File: src/rtl/controle_condicional.sv
// Conditional-execution sequencer: owns NZCV, evaluates ARM condition codes, sequences ALU execute/writeback.
// Optional ALU timeout (sticky Erro) enabled by defining COND_TIMEOUT_EN.
module controle_condicional #(
  parameter int unsigned MAX_CICLOS_ALU = 16
) (
  input  logic       Clock,
  input  logic       Reset,
  input  logic       Inicia,
  input  logic [3:0] Cond,
  input  logic       BitS,
  input  logic       Pronto,
  input  logic [3:0] FlagsALU,
  output logic [3:0] FlagsNZCV,
  output logic       Inibe,
  output logic       HabALU,
  output logic       HabEscritaReg,
  output logic       HabEscritaFlags,
  output logic       Ocupado,
  output logic       Concluido,
  output logic       Erro
);

  localparam int unsigned FLAGS_W = 4;
  localparam int unsigned COND_W  = 4;

  typedef enum logic [1:0] {OCIOSO, AVALIA, EXECUTA, ESCRITA} estado_t;

  if (MAX_CICLOS_ALU < 1 || MAX_CICLOS_ALU > 255) begin : g_param_check
    $error("MAX_CICLOS_ALU out of range 1..255");
  end

  estado_t              estado_q, estado_d;
  logic [COND_W-1:0]    cond_q, cond_d;
  logic                 bits_q, bits_d;
  logic [FLAGS_W-1:0]   flags_lat_q, flags_lat_d;
  logic [FLAGS_W-1:0]   nzcv_q, nzcv_d;
  logic                 inibe_q, inibe_d;
  logic                 hab_alu_q, hab_alu_d;
  logic                 hab_esc_reg_q, hab_esc_reg_d;
  logic                 hab_esc_flags_q, hab_esc_flags_d;
  logic                 ocupado_q, ocupado_d;
  logic                 concluido_q, concluido_d;
  logic                 passa_c;

`ifdef COND_TIMEOUT_EN
  localparam int unsigned CNT_W = $clog2(MAX_CICLOS_ALU + 1);
  logic [CNT_W-1:0] cnt_q, cnt_d, cnt_inc;
  logic             erro_q, erro_d;
  assign cnt_inc = cnt_q + CNT_W'(1);
`endif

  // Condition-code evaluation against the architectural flags (N=3, Z=2, C=1, V=0)
  always_comb begin
    passa_c = 1'b0;
    case (cond_q)
      4'b0000: passa_c = nzcv_q[2];
      4'b0001: passa_c = !nzcv_q[2];
      4'b0010: passa_c = nzcv_q[1];
      4'b0011: passa_c = !nzcv_q[1];
      4'b0100: passa_c = nzcv_q[3];
      4'b0101: passa_c = !nzcv_q[3];
      4'b0110: passa_c = nzcv_q[0];
      4'b0111: passa_c = !nzcv_q[0];
      4'b1000: passa_c = nzcv_q[1] && !nzcv_q[2];
      4'b1001: passa_c = !nzcv_q[1] || nzcv_q[2];
      4'b1010: passa_c = (nzcv_q[3] == nzcv_q[0]);
      4'b1011: passa_c = (nzcv_q[3] != nzcv_q[0]);
      4'b1100: passa_c = !nzcv_q[2] && (nzcv_q[3] == nzcv_q[0]);
      4'b1101: passa_c = nzcv_q[2] || (nzcv_q[3] != nzcv_q[0]);
      default: passa_c = 1'b1;
    endcase
  end

  // Next state; outputs are registered from the next state so they line up with it
  always_comb begin
    estado_d    = estado_q;
    cond_d      = cond_q;
    bits_d      = bits_q;
    flags_lat_d = flags_lat_q;
    nzcv_d      = nzcv_q;
    inibe_d     = inibe_q;
    concluido_d = 1'b0;
`ifdef COND_TIMEOUT_EN
    cnt_d       = cnt_q;
    erro_d      = erro_q;
`endif
    case (estado_q)
      OCIOSO: begin
        if (Inicia) begin
          cond_d   = Cond;
          bits_d   = BitS;
          estado_d = AVALIA;
        end
      end
      AVALIA: begin
        inibe_d = !passa_c;
        if (passa_c) begin
          estado_d = EXECUTA;
`ifdef COND_TIMEOUT_EN
          cnt_d    = '0;
`endif
        end else begin
          estado_d    = OCIOSO;
          concluido_d = 1'b1;
        end
      end
      EXECUTA: begin
        if (Pronto) begin
          flags_lat_d = FlagsALU;
          concluido_d = 1'b1;
          estado_d    = ESCRITA;
        end
`ifdef COND_TIMEOUT_EN
        else if (cnt_inc == CNT_W'(MAX_CICLOS_ALU)) begin
          erro_d      = 1'b1;
          concluido_d = 1'b1;
          estado_d    = OCIOSO;
        end else begin
          cnt_d = cnt_inc;
        end
`endif
      end
      ESCRITA: begin
        if (bits_q) nzcv_d = flags_lat_q;
        estado_d = OCIOSO;
      end
      default: estado_d = OCIOSO;
    endcase
    hab_alu_d       = (estado_d == EXECUTA);
    hab_esc_reg_d   = (estado_d == ESCRITA);
    hab_esc_flags_d = (estado_d == ESCRITA) && bits_d;
    ocupado_d       = (estado_d != OCIOSO);
  end

  always_ff @(posedge Clock) begin
    if (Reset) begin
      estado_q        <= OCIOSO;
      cond_q          <= '0;
      bits_q          <= 1'b0;
      flags_lat_q     <= '0;
      nzcv_q          <= '0;
      inibe_q         <= 1'b0;
      hab_alu_q       <= 1'b0;
      hab_esc_reg_q   <= 1'b0;
      hab_esc_flags_q <= 1'b0;
      ocupado_q       <= 1'b0;
      concluido_q     <= 1'b0;
`ifdef COND_TIMEOUT_EN
      cnt_q           <= '0;
      erro_q          <= 1'b0;
`endif
    end else begin
      estado_q        <= estado_d;
      cond_q          <= cond_d;
      bits_q          <= bits_d;
      flags_lat_q     <= flags_lat_d;
      nzcv_q          <= nzcv_d;
      inibe_q         <= inibe_d;
      hab_alu_q       <= hab_alu_d;
      hab_esc_reg_q   <= hab_esc_reg_d;
      hab_esc_flags_q <= hab_esc_flags_d;
      ocupado_q       <= ocupado_d;
      concluido_q     <= concluido_d;
`ifdef COND_TIMEOUT_EN
      cnt_q           <= cnt_d;
      erro_q          <= erro_d;
`endif
    end
  end

  assign FlagsNZCV       = nzcv_q;
  assign Inibe           = inibe_q;
  assign HabALU          = hab_alu_q;
  assign HabEscritaReg   = hab_esc_reg_q;
  assign HabEscritaFlags = hab_esc_flags_q;
  assign Ocupado         = ocupado_q;
  assign Concluido       = concluido_q;
`ifdef COND_TIMEOUT_EN
  assign Erro            = erro_q;
`else
  assign Erro            = 1'b0;
`endif

endmodule

File: config.mk
export PLATFORM = sky130hd
export DESIGN_NAME = controle_condicional
export DESIGN_NICKNAME = d
export VERILOG_FILES = /design/src/rtl/controle_condicional.sv
export SDC_FILE = /design/constraint.sdc
export NUM_CORES = 1
export LEC_CHECK = 0
export CAP_MARGIN = 20
export CORE_ASPECT_RATIO = 0.9
export CORE_MARGIN = 2
export CORE_UTILIZATION = 35
export DETAILED_ROUTE_END_ITERATION = 10
export DONT_BUFFER_PORTS = 1
export SLEW_MARGIN = 40
export SYNTH_ARGS = -nofsm -noshare
export SYNTH_HDL_FRONTEND = slang
export SYNTH_SLANG_ARGS = --single-unit
File: constraint.sdc
create_clock -name Clock -period 2.5 [get_ports Clock]
set_input_delay 0.75 -clock Clock [delete_from_list [all_inputs] [get_ports Clock]]
set_output_delay 0.75 -clock Clock [all_outputs]
set_load 0.01 [all_outputs]
==> parameters.txt <==
Parameter                              Value

Run status
  Status    finished clean

Synthesis
  Number of synthesized flops with an enable pin    0
  Simple-Gate Fraction of Synth Area    25.6%
  Post-synthesis xor/xnor area fraction    2.38%
  Number of warnings reported in the yosys synthesis log    0
  Syn nets    152
  Most common flop cell mapped by yosys    sky130_fd_sc_hd__dfxtp_1
  Largest cells by area after synthesis    sky130_fd_sc_hd__dfxtp_1 38%, sky130_fd_sc_hd__a21oi_1 9.5%, sky130_fd_sc_hd__nand2_1 7.5%
  Synth Register Bits    21
  Cell count after synthesis    133
  Fraction of the mapped netlist area in adder cells    6.80%
  Library cells used by synthesis    33
  Synthesized area    1100 um2
  Main combinational cell family by area after synthesis    simple AND/OR/NAND/NOR gates
  Post-synthesis async set-or-reset flop share    0%
  Library cell occupying the most area in the post-synthesis netlist    sky130_fd_sc_hd__dfxtp_1
  Post-synthesis compound-gate area fraction    20.1%
  Share of cell area taken by muxes after synthesis    1.93%
  Portion of the post-synthesis area used by sequential elements    38.1%
  Yosys top cell area share    38.1%
  Post-Syn Area per Cell    8.30 um2

Floorplanning
  Top-Level Pins    24
  Initial cell density of the core    36.3%
  Width of the die    63.2 um
  Die ar.    3620 um2
  Rows    19
  Die height    57.3 um
  Core area    3040 um2

Setup path
  Critical path endpoint category    register
  Maximum single-stage delay on the critical path    0.39 ns
  CP Launch Type    register
  Cell with the largest stage delay on the worst path    sky130_fd_sc_hd__dfxtp_1
  Crit Path Category    reg2reg
  Cells on worst reg2reg path    6
  Setup slack on the worst flop-to-flop path    0.45 ns
  Crit path max fanout    7
  Required time worst endpoint    2.70 ns
  Worst R2R Start    estado_q[1]$_SDFF_PP0_
  Capturing point of the worst reg2reg path    Ocupado$_SDFF_PP0_
  Signal arrival time at the worst endpoint    2.25 ns
  Crit-path cells    inv_1 -> ha_1 -> mux2_2 -> o22ai_1 -> nor2_1 -> a311o_1

Power
  Switch share    26.7%
  Reported leakage power    0.000385 uW
  Power density cells    533 nW/um2
  Clock Power Share    25.9%
  Switching power    164 uW
  Internal cell power    449 uW
  Largest vdd supply drop    0.296 mV
  Comb pwr share    13.6%
  Sequential group share of total power    60.4%

Clock network
  Max Root-Sink Buffers    2
  Hold_buf cts    0
  CTS tree    built
  Latest clock arrival within the worst-skew pair    0.30 ns
  Clock transition at the register clock pins on the worst setup and hold paths after CTS    0.11 ns
  Number of sinks driven by the clock tree    21
  Number of gates resized after cts    0
  Post-CTS Setup Inserts    0
  Clock root buffer    sky130_fd_sc_hd__clkbuf_4
  Number of H-tree levels    1
  Clock buffers created by TritonCTS    3

Routing
  DR vias/cell    5.30
  Violation count after the first detailed-routing iteration    59
  Routed WL per cell    13.5 um
  Routed via count    912
  Detailed-route wire length    2330 um
  Remaining antenna violation count    0
  Post-route DRC violation count    0
  Number of iterations in the first detailed-routing pass    4

Global routing
  Global-route wire length before repair    3970 um
  All-layer global routing usage    14.0%
  Number of antenna violations at the first check in global routing    0
  Vias in the first global route    837
  Grt total ovfl    0
  Pin count of the biggest net entering global routing    21

Placed design
  HPWL reported at the end of detailed placement    1770 um
  Placer congestion estimate    0.824
  Number of port buffers    0
  Area after detailed placement    1120 um2

Cells and area
  Summed area of non-filler cells in the final layout    1150 um2
  Fraction of final layout cells with drive strength greater than 1    5.38%
  Number of nets in the layout    150
  Area Growth Syn to Fin    4.08%
  Number of diodes added for antenna fixing    0

STA
  Setup repair after global routing missed its margin    false
  Final critical path time including I/O delays and setup    2.05 ns
  Final number of hold-violating endpoints    0
  # setup viols final    0
  Final clock period utilization by the worst path    82.0%
  Setup TNS    0 ns
  Highest Clock Rate    488 MHz
  Final-layout worst hold slack    0.466 ns
  Slew Limit Fails    0
  Final setup skew    0.000954 ns

Worst hold path
  Start point of the worst min-delay path    flags_lat_q[1]$_SDFFE_PP0P_
  Path type of the worst min-delay path    reg2reg
  Hold path endpoint    flags_lat_q[1]$_SDFFE_PP0P_
  Depth of the worst hold-timing path    2

Run
  Number of violations of the max-capacitance limit    0
-- how the worst max path moves through the flow --
| stage | startpoint | endpoint | slack, ns | cells after the start |
|---|---|---|---|---|
| after detailed placement | estado_q[1]$_SDFF_PP0_ | Ocupado$_SDFF_PP0_ | 0.49 | 6 |
| final | estado_q[1]$_SDFF_PP0_ | Ocupado$_SDFF_PP0_ | 0.45 | 6 |
| after floorplan | Inicia | Ocupado$_SDFF_PP0_ | 0.62 | 5 |
| after CTS | estado_q[1]$_SDFF_PP0_ | Ocupado$_SDFF_PP0_ | 0.47 | 6 |
| after global routing | estado_q[1]$_SDFF_PP0_ | Ocupado$_SDFF_PP0_ | 0.29 | 6 |
| after global placement | estado_q[1]$_SDFF_PP0_ | Ocupado$_SDFF_PP0_ | 0.50 | 6 |
-- metal layers --
layer,vias to the layer above,global-route usage [%],wire length (um)
met4,0,7.45,38
met1,428,20.0,1160
met3,4,3.75,163
met2,22,19.5,963
met5,-,0,0
li1,458,-,-
-- cell families after synthesis --
family	after synthesis
buf+inv	12
fa+ha+maj	6
simple gates	53
compound gates	35
other cells	1
xor+xnor	3
flops	21
mux	2
-- through the flow --
step	worst slack [ns]	total power [uW]	util (%)	instances
finish	0.450	613	37.7	172
global route	0.294	654	37.7	172
CTS	0.466	618	37.7	172
detailed placement	0.493	460	36.9	168
global placement	0.504	460	36.9	168
floorplan	0.620	450	-	133
-- worst max-delay path, delay by kind of cell, from the launching register on --
| family | cells | cell delay [ns] |
|---|---|---|
| DFF | 1 | 0.39 |
| muxes | 1 | 0.36 |
| adders and majority gates | 1 | 0.29 |
| AOI/OAI and AO/OA | 2 | 0.65 |
| buffers and inverters | 1 | 0.12 |
| and+or+nand+nor | 1 | 0.12 |
-- power by group through the flow --
stage	clock network [uW]	logic [uW]	registers, uW
finish	159	83.6	370
global route	185	94.6	374
CTS	164	83.4	370
detailed placement	0	82.7	378
global placement	0	82.1	378
floorplan	0	82.9	367
-- state kept, by name, indices dropped and copies added (netlist names) --
name	count
cond_q	4
HabALU	1
HabEscritaFlags	1
FlagsNZCV	4
bits_q	1
estado_q	2
flags_lat_q	4
HabEscritaReg	1
Inibe	1
Ocupado	1
Concluido	1
-- cell usage in the layout, fill, tap and decap left out, types with 2 or more instances in the layout --
master	instances
sky130_fd_sc_hd__a31oi_1	2
sky130_fd_sc_hd__dfxtp_1	21
sky130_fd_sc_hd__nand2b_1	5
sky130_fd_sc_hd__nand3b_1	2
sky130_fd_sc_hd__inv_1	5
sky130_fd_sc_hd__nor2_1	2
sky130_fd_sc_hd__clkbuf_4	3
sky130_fd_sc_hd__a21oi_1	21
sky130_fd_sc_hd__o32ai_1	3
sky130_fd_sc_hd__ha_1	6
sky130_fd_sc_hd__nand2_1	22
sky130_fd_sc_hd__nor3b_1	2
sky130_fd_sc_hd__o22ai_1	2
sky130_fd_sc_hd__nand3_1	14
sky130_fd_sc_hd__xnor2_1	3
-- Yosys cell counts (all sizes together) (3+ instances only) --
cell type	instances
nand2	22
a21oi	21
dfxtp	21
nand3	14
ha	6
inv	5
nand2b	5
buf	4
clkbuf	3
o32ai	3
xnor2	3
-- area by class of cell --
class                   instances  area, um2
multi-input cells             100        631
well taps                      42       52.6
inverters                       5       18.8
flip-flops and latches         21        420
fillers                       330       1890
clock buffers                   4       26.3
(Power assumes the default switching activity.)
